[config.mk]
export PLATFORM = sky130hd
export DESIGN_NAME = wave_gen_param
export DESIGN_NICKNAME = d
export VERILOG_FILES = /design/src/rtl/wave_gen_param.sv
export SDC_FILE = /design/constraint.sdc
export NUM_CORES = 1
export LEC_CHECK = 0
export CAP_MARGIN = 20
export CORE_MARGIN = 2
export CORE_UTILIZATION = 40
export CTS_CLUSTER_DIAMETER = 200
export DETAILED_ROUTE_END_ITERATION = 10
export SYNTH_ARGS = -nofsm -noshare
export SYNTH_HDL_FRONTEND = slang
export SYNTH_SLANG_ARGS = --single-unit
[constraint.sdc]
create_clock -name clk -period 10.5 [get_ports clk]
set_clock_uncertainty 0.05 [all_clocks]
set_input_delay 3.15 -clock clk [delete_from_list [all_inputs] [get_ports clk]]
set_output_delay 3.15 -clock clk [all_outputs]
set_load 0.01 [all_outputs]
[src/rtl/wave_gen_param.sv]
// rtl/wave_gen_param.sv - phase-accumulator waveform generator; WAVE_GEN_SINE_EN adds a quarter-wave sine ROM
module wave_gen_param #(
    parameter int W     = 8,
    parameter int ACC_W = 16
) (
    input  logic             clk,
    input  logic             rst,
    input  logic             en,
    input  logic [2:0]       mode,
    input  logic [ACC_W-1:0] step,
    input  logic [1:0]       amp_shift,
    output logic [W-1:0]     out_amp,
    output logic             sync
);

    localparam logic [W-1:0] MID = {1'b1, {(W-1){1'b0}}};

`ifdef WAVE_GEN_SINE_EN
    // Integer Bhaskara sine sampled at bin centres; the peak entry rounds to full half-scale.
    function automatic logic [64*W-1:0] build_rom();
        logic [64*W-1:0] r;
        longint t, u, den, amp;
        r   = '0;
        amp = (longint'(1) << (W-1)) - 1;
        for (int i = 0; i < 64; i++) begin
            t   = 2 * i + 1;
            u   = t * (256 - t);
            den = 81920 - u;
            r[i*W +: W] = W'((amp * 4 * u + den / 2) / den);
        end
        return r;
    endfunction

    localparam logic [64*W-1:0] SINE_ROM = build_rom();

    logic [1:0]   quad;
    logic [5:0]   idx;
    logic [5:0]   ridx;
    logic [W-1:0] sine;
`endif

    logic [ACC_W-1:0] acc_q, acc_d, acc_sum;
    logic [2:0]       act_mode_q, act_mode_d;
    logic [1:0]       act_shift_q, act_shift_d;
    logic [W-1:0]     out_amp_q, out_amp_d;
    logic             sync_q, sync_d;
    logic             carry, wrap;
    logic [W-1:0]     p, wave;

    always_comb begin
        {carry, acc_sum} = {1'b0, acc_q} + {1'b0, step};
        wrap  = en & carry;
        acc_d = en ? acc_sum : acc_q;
        p     = acc_d[ACC_W-1 -: W];

        // Settings only change at a period boundary or while paused, so a period is never mixed.
        act_mode_d  = (wrap || !en) ? mode      : act_mode_q;
        act_shift_d = (wrap || !en) ? amp_shift : act_shift_q;

`ifdef WAVE_GEN_SINE_EN
        quad = p[W-1 -: 2];
        idx  = 6'({p, 6'b0} >> (W - 2));
        ridx = quad[0] ? ~idx : idx;
        sine = MID | SINE_ROM[int'(ridx)*W +: W];
        if (quad[1]) begin
            sine = ~sine;
        end
`endif

        case (act_mode_d)
            3'd0:    wave = p;
            3'd1:    wave = ~p;
            3'd2:    wave = p[W-1] ? ~{p[W-2:0], 1'b0} : {p[W-2:0], 1'b0};
            3'd3:    wave = p[W-1] ? '0 : '1;
`ifdef WAVE_GEN_SINE_EN
            3'd4:    wave = sine;
`else
            3'd4:    wave = MID;
`endif
            3'd5:    wave = MID;
            default: wave = '0;
        endcase

        out_amp_d = en ? (wave >> act_shift_d) : out_amp_q;
        sync_d    = wrap;
    end

    always_ff @(posedge clk or negedge rst) begin
        if (!rst) begin
            acc_q       <= '0;
            act_mode_q  <= '0;
            act_shift_q <= '0;
            out_amp_q   <= '0;
            sync_q      <= 1'b0;
        end else begin
            acc_q       <= acc_d;
            act_mode_q  <= act_mode_d;
            act_shift_q <= act_shift_d;
            out_amp_q   <= out_amp_d;
            sync_q      <= sync_d;
        end
    end

    assign out_amp = out_amp_q;
    assign sync    = sync_q;

endmodule

# After elaboration in Yosys (flattened, before gate mapping)
# Cells that the tools add are included.
op_classes:
  n_reduce_logical: 4
  n_bitwise: 3
  shifts: 1
  n_eq_ne: 5
  mux: 6
  n_addsub: 1
op_table:
  columns: ["op", "n"]
  rows:
  - ["$pmux 8 s5", 1]
  - ["$add 16x16->17", 1]
  - ["$mux 16", 1]
  - ["$mux 8", 2]
  - ["$not 8->8", 2]
  - ["$shr 8x2->8", 1]
  - ["$eq 3x2->1 const B", 2]
  - ["$eq 3x3->1 const B", 2]
  - ["$eq 3x1->1 const B", 1]
  - ["$logic_not 3->1", 1]
  - ["$mux 3", 1]
  - ["$mux 2", 1]
  - ["$reduce_or 2->1", 1]
  - ["$and 1x1->1", 1]
  - ["$logic_not 1->1", 1]
  - ["$logic_or 1x1->1", 1]
totals:
  output_inout_bits: 9
  elab_cells: 26
  reg_bits: 30
  inputBits: 24

# Depth between registers and ports, before layout
# Gate-level depths: netlist of the first run.
depth:
  word_depth: 8
  depth_mapped: 15
  mapped_depth_nobuf: 15

# Worst setup path before layout of the first run
# No wires, ideal clock.
synth_timing:
  kind: "in2reg"
  start: "input step[0]"
  end: "register out_amp_q[3], in the netlist out_amp[3]"
  setup_ps: 137
  required_ps: 10313
  arrival_ps: 6103
  cell_stages: 14
  slack_ps: 4210
  n_path_buf: 1
  cell_sequence: "ha_1 -> fa_1 -> a211oi_2 -> o21ai_2 -> and4_4 -> o31ai_4 -> mux2i_1 -> buf_6 -> nor2_1 -> o2bb2ai_1 -> a2111oi_2 -> nand2_1 -> a31oi_1 -> a21oi_1"
synth_via:
  elab_chain_cells: 8
  word_cells_on_any_way: 19
  cone_classes: "add/sub: 1; eq/ne: 5; shift: 1; mux: 6; bitwise: 3; reduce/logical: 3"
synth_lines:
  columns: ["element", "line_no", "rtl"]
  rows:
  - ["start, declared", "10", "input logic [ACC_W-1:0] step,"]
  - ["$add 16x16->17 *", "51", "{carry, acc_sum} = {1'b0, acc_q} + {1'b0, step};"]
  - ["$and 1x1->1", "52", "wrap = en & carry;"]
  - ["$logic_or 1x1->1", "57, 58", null]
  - ["$mux 3", "57", "act_mode_d = (wrap || !en) ? mode : act_mode_q;"]
  - ["$eq 3x3->1", "70", "case (act_mode_d)"]
  - ["$reduce_or 2->1 (no line)", null, null]
  - ["$pmux 8 s5", "70", null]
  - ["$shr 8x2->8 *", "84", "out_amp_d = en ? (wave >> act_shift_d) : out_amp_q;"]
  - ["end signal, assigned", "99", "out_amp_q <= out_amp_d;"]
  - ["end, declared", "45", "logic [W-1:0] out_amp_q, out_amp_d;"]
# Every way passes the cells marked *; elsewhere a longest branch is shown, timed or not.
# A chain may end at the register's enable or synchronous reset.

# Final worst setup path of the first run
# Ends and elaborated chain as after synthesis.

==> results by group, run 1 <==
Setup path
  – Crit. End Element: flip-flop
  – CP Cell Sequence: clkdlybuf4s50_1 > ha_1 > fa_1 > a211oi_2 > o21ai_2 > and4_4 > o31ai_4 > mux2i_1 > nor2_1 > o2bb2ai_1 > a2111oi_2 > nand2_1 > a31oi_1 > a21oi_1
  – Element type at the critical path start: primary input
  – CP Data Required Time: 10.60 ns
  – CP bufs+invs: 1
  – Crit path DAT: 7.36 ns
  – Max stage delay on crit path: 0.87 ns
  – Top delay family on crit path: compound AO/OA/AOI/OAI gates
  – Stages on the worst setup path: 14
  – Critical Setup Path Class: in -> reg
  – Slowest stage cell, crit path: mux2i_1
  – Worst R2R Path Depth: 13
  – CP Max Fanout: 11

Hold path
  – Hold path depth: 1
  – Hold crit path type: reg -> reg

Finish
  – Final Util: 0.491
  – # fillers: between 600 and 700
  – Ant diodes: 0
  – Share of cells above drive strength 1: 0.106
  – Layout area overhead: 18.5%
  – # nets final: 370
  – Commonest cells after routing, fill and taps aside: clkdlybuf4s50_1, dfrtp_1, nor2_1
  – Most common cell after layout, fill and taps aside: clkdlybuf4s50_1

Logic synthesis
  – Top_reg_cell synth: dfrtp_1
  – Synth Area per Inst: around 8.9 um2
  – Mapped cell area: around 2600 um2
  – Yosys reg bits: 30
  – Area contributors post-synth: dfrtp_1, ha_1, a21oi_1, nor2_1, xnor2_1
  – Post-synth EDFFs: 0
  – Yosys top cell area share: 0.285
  – Synth area leader: dfrtp_1
  – Synthesized Nets: 336
  – Distinct cells, synth: 69
  – Ys Warns: 0
  – Mapped Cells: slightly below 300
  – Ys async rst share: 1.00
  – Seq/Total Area, Yosys: 0.285

Detailed routing
  – Drt first pass iters: 5
  – Detailed Route Iter0 Violations: roughly 150
  – Drt via density: 6.00
  – Average wire per standard cell: 16.9 um
  – DRC errors left: 0
  – Vias: 2440
  – Final WL: 6900 um
  – ANT nets after route: 0

Clock network
  – Clock tree root buffer cell: clkbuf_8
  – CTS buffer count: 5
  – Sink Count: 30
  – Setup Fix Bufs, Post-CTS: 0
  – Number of hold buffers added after cts: 0
  – Worst-Skew Late Latency: between 0.2 and 0.3 ns
  – Maximum clock insertion buffer count: 2
  – CTS tree: built
  – H-tree Lvls: 2
  – # resized after CTS: 0
  – Clock slew at reported path FFs: roughly 0.07 ns

Timing
  – Worst Tran Pin Value: 0.973 ns
  – Fin crit period: 7.26 ns
  – Max Transition Viols Final: 0
  – Fmax: 0.138 GHz
  – Hold_ws: around 0.43 ns
  – Final period utilization: 0.691
  – Post-route setup slack: 3.24 ns
  – Setup Viol. Count Final: 0
  – Setup TNS: 0 ns
  – RSZ-0062 raised after global routing: no
  – Max_slew headroom: 0.333
  – Fin. Hold Viols: 0

Global route
  – First-pass GRT wire length: 11500 um
  – GRT Residual Overflow: 0
  – Vias in the first global route: between 2k and 2.5k
  – Initial antenna violation count: 0
  – Gr usage total: 0.196
  – Pin count of the biggest net entering global routing: 39

Placement
  – Pre-CTS setup slack: 2.99 ns
  – Final HPWL DP: 5080 um
  – # port buffers: 32
  – GPL Wtd Cong: 0.912

Floorplanning
  – Die width: 85.1 um
  – Die Y: 85.1 um
  – FP Rows: 29
  – Die area: 7240 um2
  – # IOs: 33
  – CORE AREA: around 6300 um2
  – Effective utilization at floorplan: 0.414

Power and ir drop
  – Leakage: ~1.3 nW
  – Peak supply drop: 0.000163 V
  – Pwr/cell area: approximately 350 nW/um2

Status
  – Status: finished, final reports clean

Flow run
  – Max Cap Viol: 0
==> metal layers <==
metal / share of wire / wire length (um) / track usage
met3: 0.042 / 292 / 0.0321
met2: 0.46 / 3190 / 0.317
met5: 0 / 0 / 0
met4: 0.0084 / 58 / 0.0476
met1: 0.49 / 3350 / 0.276
==> cell usage after synthesis (3+ instances only) <==
| library cell | number |
|---|---|
| nand3_1 | 4 |
| o211ai_1 | 4 |
| nor2b_1 | 3 |
| mux2_2 | 6 |
| a31oi_1 | 4 |
| xnor2_1 | 11 |
| nor3_1 | 7 |
| ha_1 | 16 |
| a21o_1 | 7 |
| mux2i_1 | 7 |
| and2_1 | 3 |
| dfrtp_1 | 30 |
| o31ai_1 | 3 |
| and3_1 | 4 |
| nor2_1 | 26 |
| a311oi_1 | 3 |
| o21a_1 | 9 |
| a21oi_1 | 23 |
| o22ai_1 | 3 |
| inv_1 | 11 |
| a211oi_1 | 8 |
| nand2_1 | 17 |
| o2bb2ai_1 | 5 |
| o21bai_1 | 3 |
| clkbuf_1 | 3 |
| o21ai_0 | 19 |
==> final timing paths <==
check | from | slack [ns] | endpoint
setup / recovery | step[0] | 3.24 | out_amp[3]
hold / removal | out_amp[1] | 0.43 | out_amp[1]
setup reg to reg | acc_q[0] | 6.15 | out_amp[3]
hold reg to reg | out_amp[1] | 0.43 | out_amp[1]
max in group asynchronous | rst | 6.87 | act_mode_q[0]
min in group asynchronous | rst | 3.21 | acc_q[0]
==> flip-flops by register name (all words and copies together), names as in the netlist <==
name and count:
out_amp 8, acc_q 16, act_shift_q 2, sync 1
act_mode_q 3
==> final cells by class <==
class,instances,area [um2],share of cell area
inverter,15,57.6,0.0185
timing repair buffer,34,335,0.108
tap,77,96.3,0.0309
sequential,30,751,0.241
multi-input combinational,243,1790,0.573
clock buffer,7,86.3,0.0277
clock inverter,1,5.00,0.00161
==> kinds of logic (layout without fill, tap and decap cells) <==
group                    Yosys count  after routing  share of synthesized area
AO/OA/AOI/OAI                    120            120                      0.346
XOR/XNOR                          13             13                     0.0433
adder cells (fa/ha/maj)           17             17                     0.0837
buffers and inverters             22             57                     0.0357
flip-flops                        30             30                      0.285
multiplexers                      14             14                     0.0580
AND/OR/NAND/NOR                   79             79                      0.148
==> power breakdown <==
part           switching [W]  leakage (nW)   total, W  internal [W]
registers          0.0000411         0.357   0.000216      0.000175
logic               0.000438         0.854   0.000763      0.000324
clock network      0.0000454        0.0482  0.0000982     0.0000528
total               0.000525          1.26    0.00108      0.000552
==> through the flow <==
step           cells  power, W  cell area, um2
3_5_place_dp     399  0.000967            3030
3_3_place_gp     399  0.000964            3030
6_report         407   0.00108            3120
4_1_cts          407   0.00107            3120
5_1_grt          407   0.00117            3120
2_1_floorplan    295  0.000790            2630
Power figures use the tool's default switching activity.
==> run 2, diff against run 1 <==
==> constraint.sdc (replaced) <==
create_clock -name clk -period 6 [get_ports clk]
set_clock_uncertainty 0.05 [all_clocks]
set_input_delay 1.8 -clock clk [delete_from_list [all_inputs] [get_ports clk]]
set_output_delay 1.8 -clock clk [all_outputs]
set_load 0.01 [all_outputs]
==> results by group, run 2 (synthesis results as in run 1) <==
Floorplanning
  – # IOs: 33
  – Die width: approximately 85 um
  – Die Y: 85.1 um
  – CORE AREA: roughly 6300 um2
  – FP Rows: 29
  – Die area: roughly 7200 um2
  – Effective utilization at floorplan: 0.414

Setup path
  – Worst reg2reg endpoint: out_amp[2]
  – Crit path DAT: ~5.4 ns
  – Crit. End Element: flip-flop
  – CP Data Required Time: 6.09 ns
  – CP Cell Sequence: clkdlybuf4s50_1 > ha_1 > fa_1 > a211oi_2 > o21ai_2 > and4_4 > o31ai_4 > mux2i_1 > buf_4 > nor2_1 > o2bb2ai_1 > a2111oi_2 > mux2i_1 > nand3_1 > o221ai_1
  – Worst R2R Path Depth: 14
  – Max stage delay on crit path: 0.48 ns
  – CP endpoint: out_amp[2]
  – CP Max Fanout: 11
  – CP Launch Point: step[0]
  – Top delay family on crit path: compound AO/OA/AOI/OAI gates
  – R2R setup slack: 2.22 ns
  – Reg-to-Reg Start: acc_q[0]
  – Slowest stage cell, crit path: o31ai_4
  – CP bufs+invs: 2
  – CP dominant cell by count: mux2i_1
  – Element type at the critical path start: primary input
  – Critical Setup Path Class: in -> reg
  – Stages on the worst setup path: 15

Timing
  – Fin crit period: 5.34 ns
  – Max_slew headroom: 0.576
  – Fmax: roughly 0.19 GHz
  – Final period utilization: 0.890
  – Setup TNS: 0 ns
  – RSZ-0062 raised after global routing: no
  – Fin. Hold Viols: 0
  – Max Transition Viols Final: 0
  – Worst Tran Pin Value: 0.629 ns
  – Setup Viol. Count Final: 0

Flow run
  – Max Cap Viol: 0

Placement
  – Final HPWL DP: a little over 5000 um
  – # port buffers: 32
  – GPL Wtd Cong: 0.905
  – Placed Cells incl. Taps: 405

Clock network
  – Clock slew at reported path FFs: about 0.06 ns
  – Worst-Skew Late Latency: just under 0.3 ns
  – Maximum clock insertion buffer count: 2
  – Clock tree root buffer cell: clkbuf_8
  – CTS buffer count: 5
  – # resized after CTS: 0
  – H-tree Lvls: 2
  – Setup Fix Bufs, Post-CTS: 0
  – Number of hold buffers added after cts: 0
  – CTS tree: built
  – Sink Count: 30

Power and ir drop
  – Peak supply drop: between 0.0002 and 0.0003 V
  – Leakage: 1.28 nW
  – Pwr/cell area: 599 nW/um2

Finish
  – # nets final: 376
  – Layout area overhead: 19.7%
  – Share of cells above drive strength 1: 0.122
  – # fillers: slightly above 600
  – Most common cell after layout, fill and taps aside: clkdlybuf4s50_1
  – Ant diodes: 0
  – Commonest cells after routing, fill and taps aside: clkdlybuf4s50_1, dfrtp_1, nor2_1
  – Reg with most FFs: acc_q
  – Max reg flops: 16
  – Final Non-Filler Cells: 412

Detailed routing
  – Vias: 2432
  – Final WL: 6660 um
  – Drt via density: between 5 and 6
  – Drt first pass iters: 4
  – Detailed Route Iter0 Violations: 115
  – ANT nets after route: 0
  – Average wire per standard cell: 16.2 um
  – DRC errors left: 0

Hold path
  – Hold crit path type: reg -> reg

Global route
  – Gr usage total: 0.192
  – Initial antenna violation count: 0
  – First-pass GRT wire length: 11200 um
  – GRT Residual Overflow: 0
  – Pin count of the biggest net entering global routing: 32
  – Vias in the first global route: 2293

Status
  – Status: finished, final reports clean
[run 2: report_power, final]
part	switching (W)	internal, W	leakage (nW)
Combinational	0.000759	0.000594	0.883
Clock	0.0000784	0.0000777	0.0438
Sequential	0.0000710	0.000306	0.357
[run 2: worst min path at each step]
stage | endpoint | cells after the start | slack, ns | from
after floorplan | acc_q[3] | 1 | 0.41 | acc_q[3]
after global placement | out_amp[7] | 1 | 0.43 | out_amp[7]
after detailed placement | out_amp[6] | 1 | 0.42 | out_amp[6]
after CTS | out_amp[6] | 1 | 0.45 | out_amp[6]
after global routing | out_amp[1] | 1 | 0.47 | out_amp[1]
final | acc_q[3] | 1 | 0.44 | acc_q[3]
[run 2: through the flow]
stage / power, W / hold WS [ns] / setup slack [ns] / utilization / cell area, um2
2_1_floorplan: 0.00138 / 0.408 / 1.06 / - / 2630
3_3_place_gp: 0.00172 / 0.425 / 0.436 / 0.484 / 3070
3_5_place_dp: 0.00171 / 0.422 / 0.390 / 0.484 / 3070
4_1_cts: 0.00189 / 0.447 / 0.649 / 0.496 / 3150
5_1_grt: 0.00206 / 0.474 / 0.449 / 0.496 / 3150
6_report: 0.00189 / 0.438 / 0.660 / 0.496 / 3150
[run 2: area by class of cell]
type / instances / area, um2 / share of cell area
inverters: 15 / 57.6 / 0.0183
repair buffers: 40 / 380 / 0.121
multi-input cells: 243 / 1790 / 0.567
clock inverters: 2 / 10.0 / 0.00318
flip-flops and latches: 30 / 751 / 0.238
well taps: 77 / 96.3 / 0.0306
clock buffers: 5 / 68.8 / 0.0218
[run 2: per-layer routing]
metal,global-route usage,vias up,share of wire
li1,-,1214,-
met1,0.273,1150,0.49
met2,0.302,60,0.46
met3,0.0292,8,0.039
met4,0.0548,0,0.014
met5,0,-,0
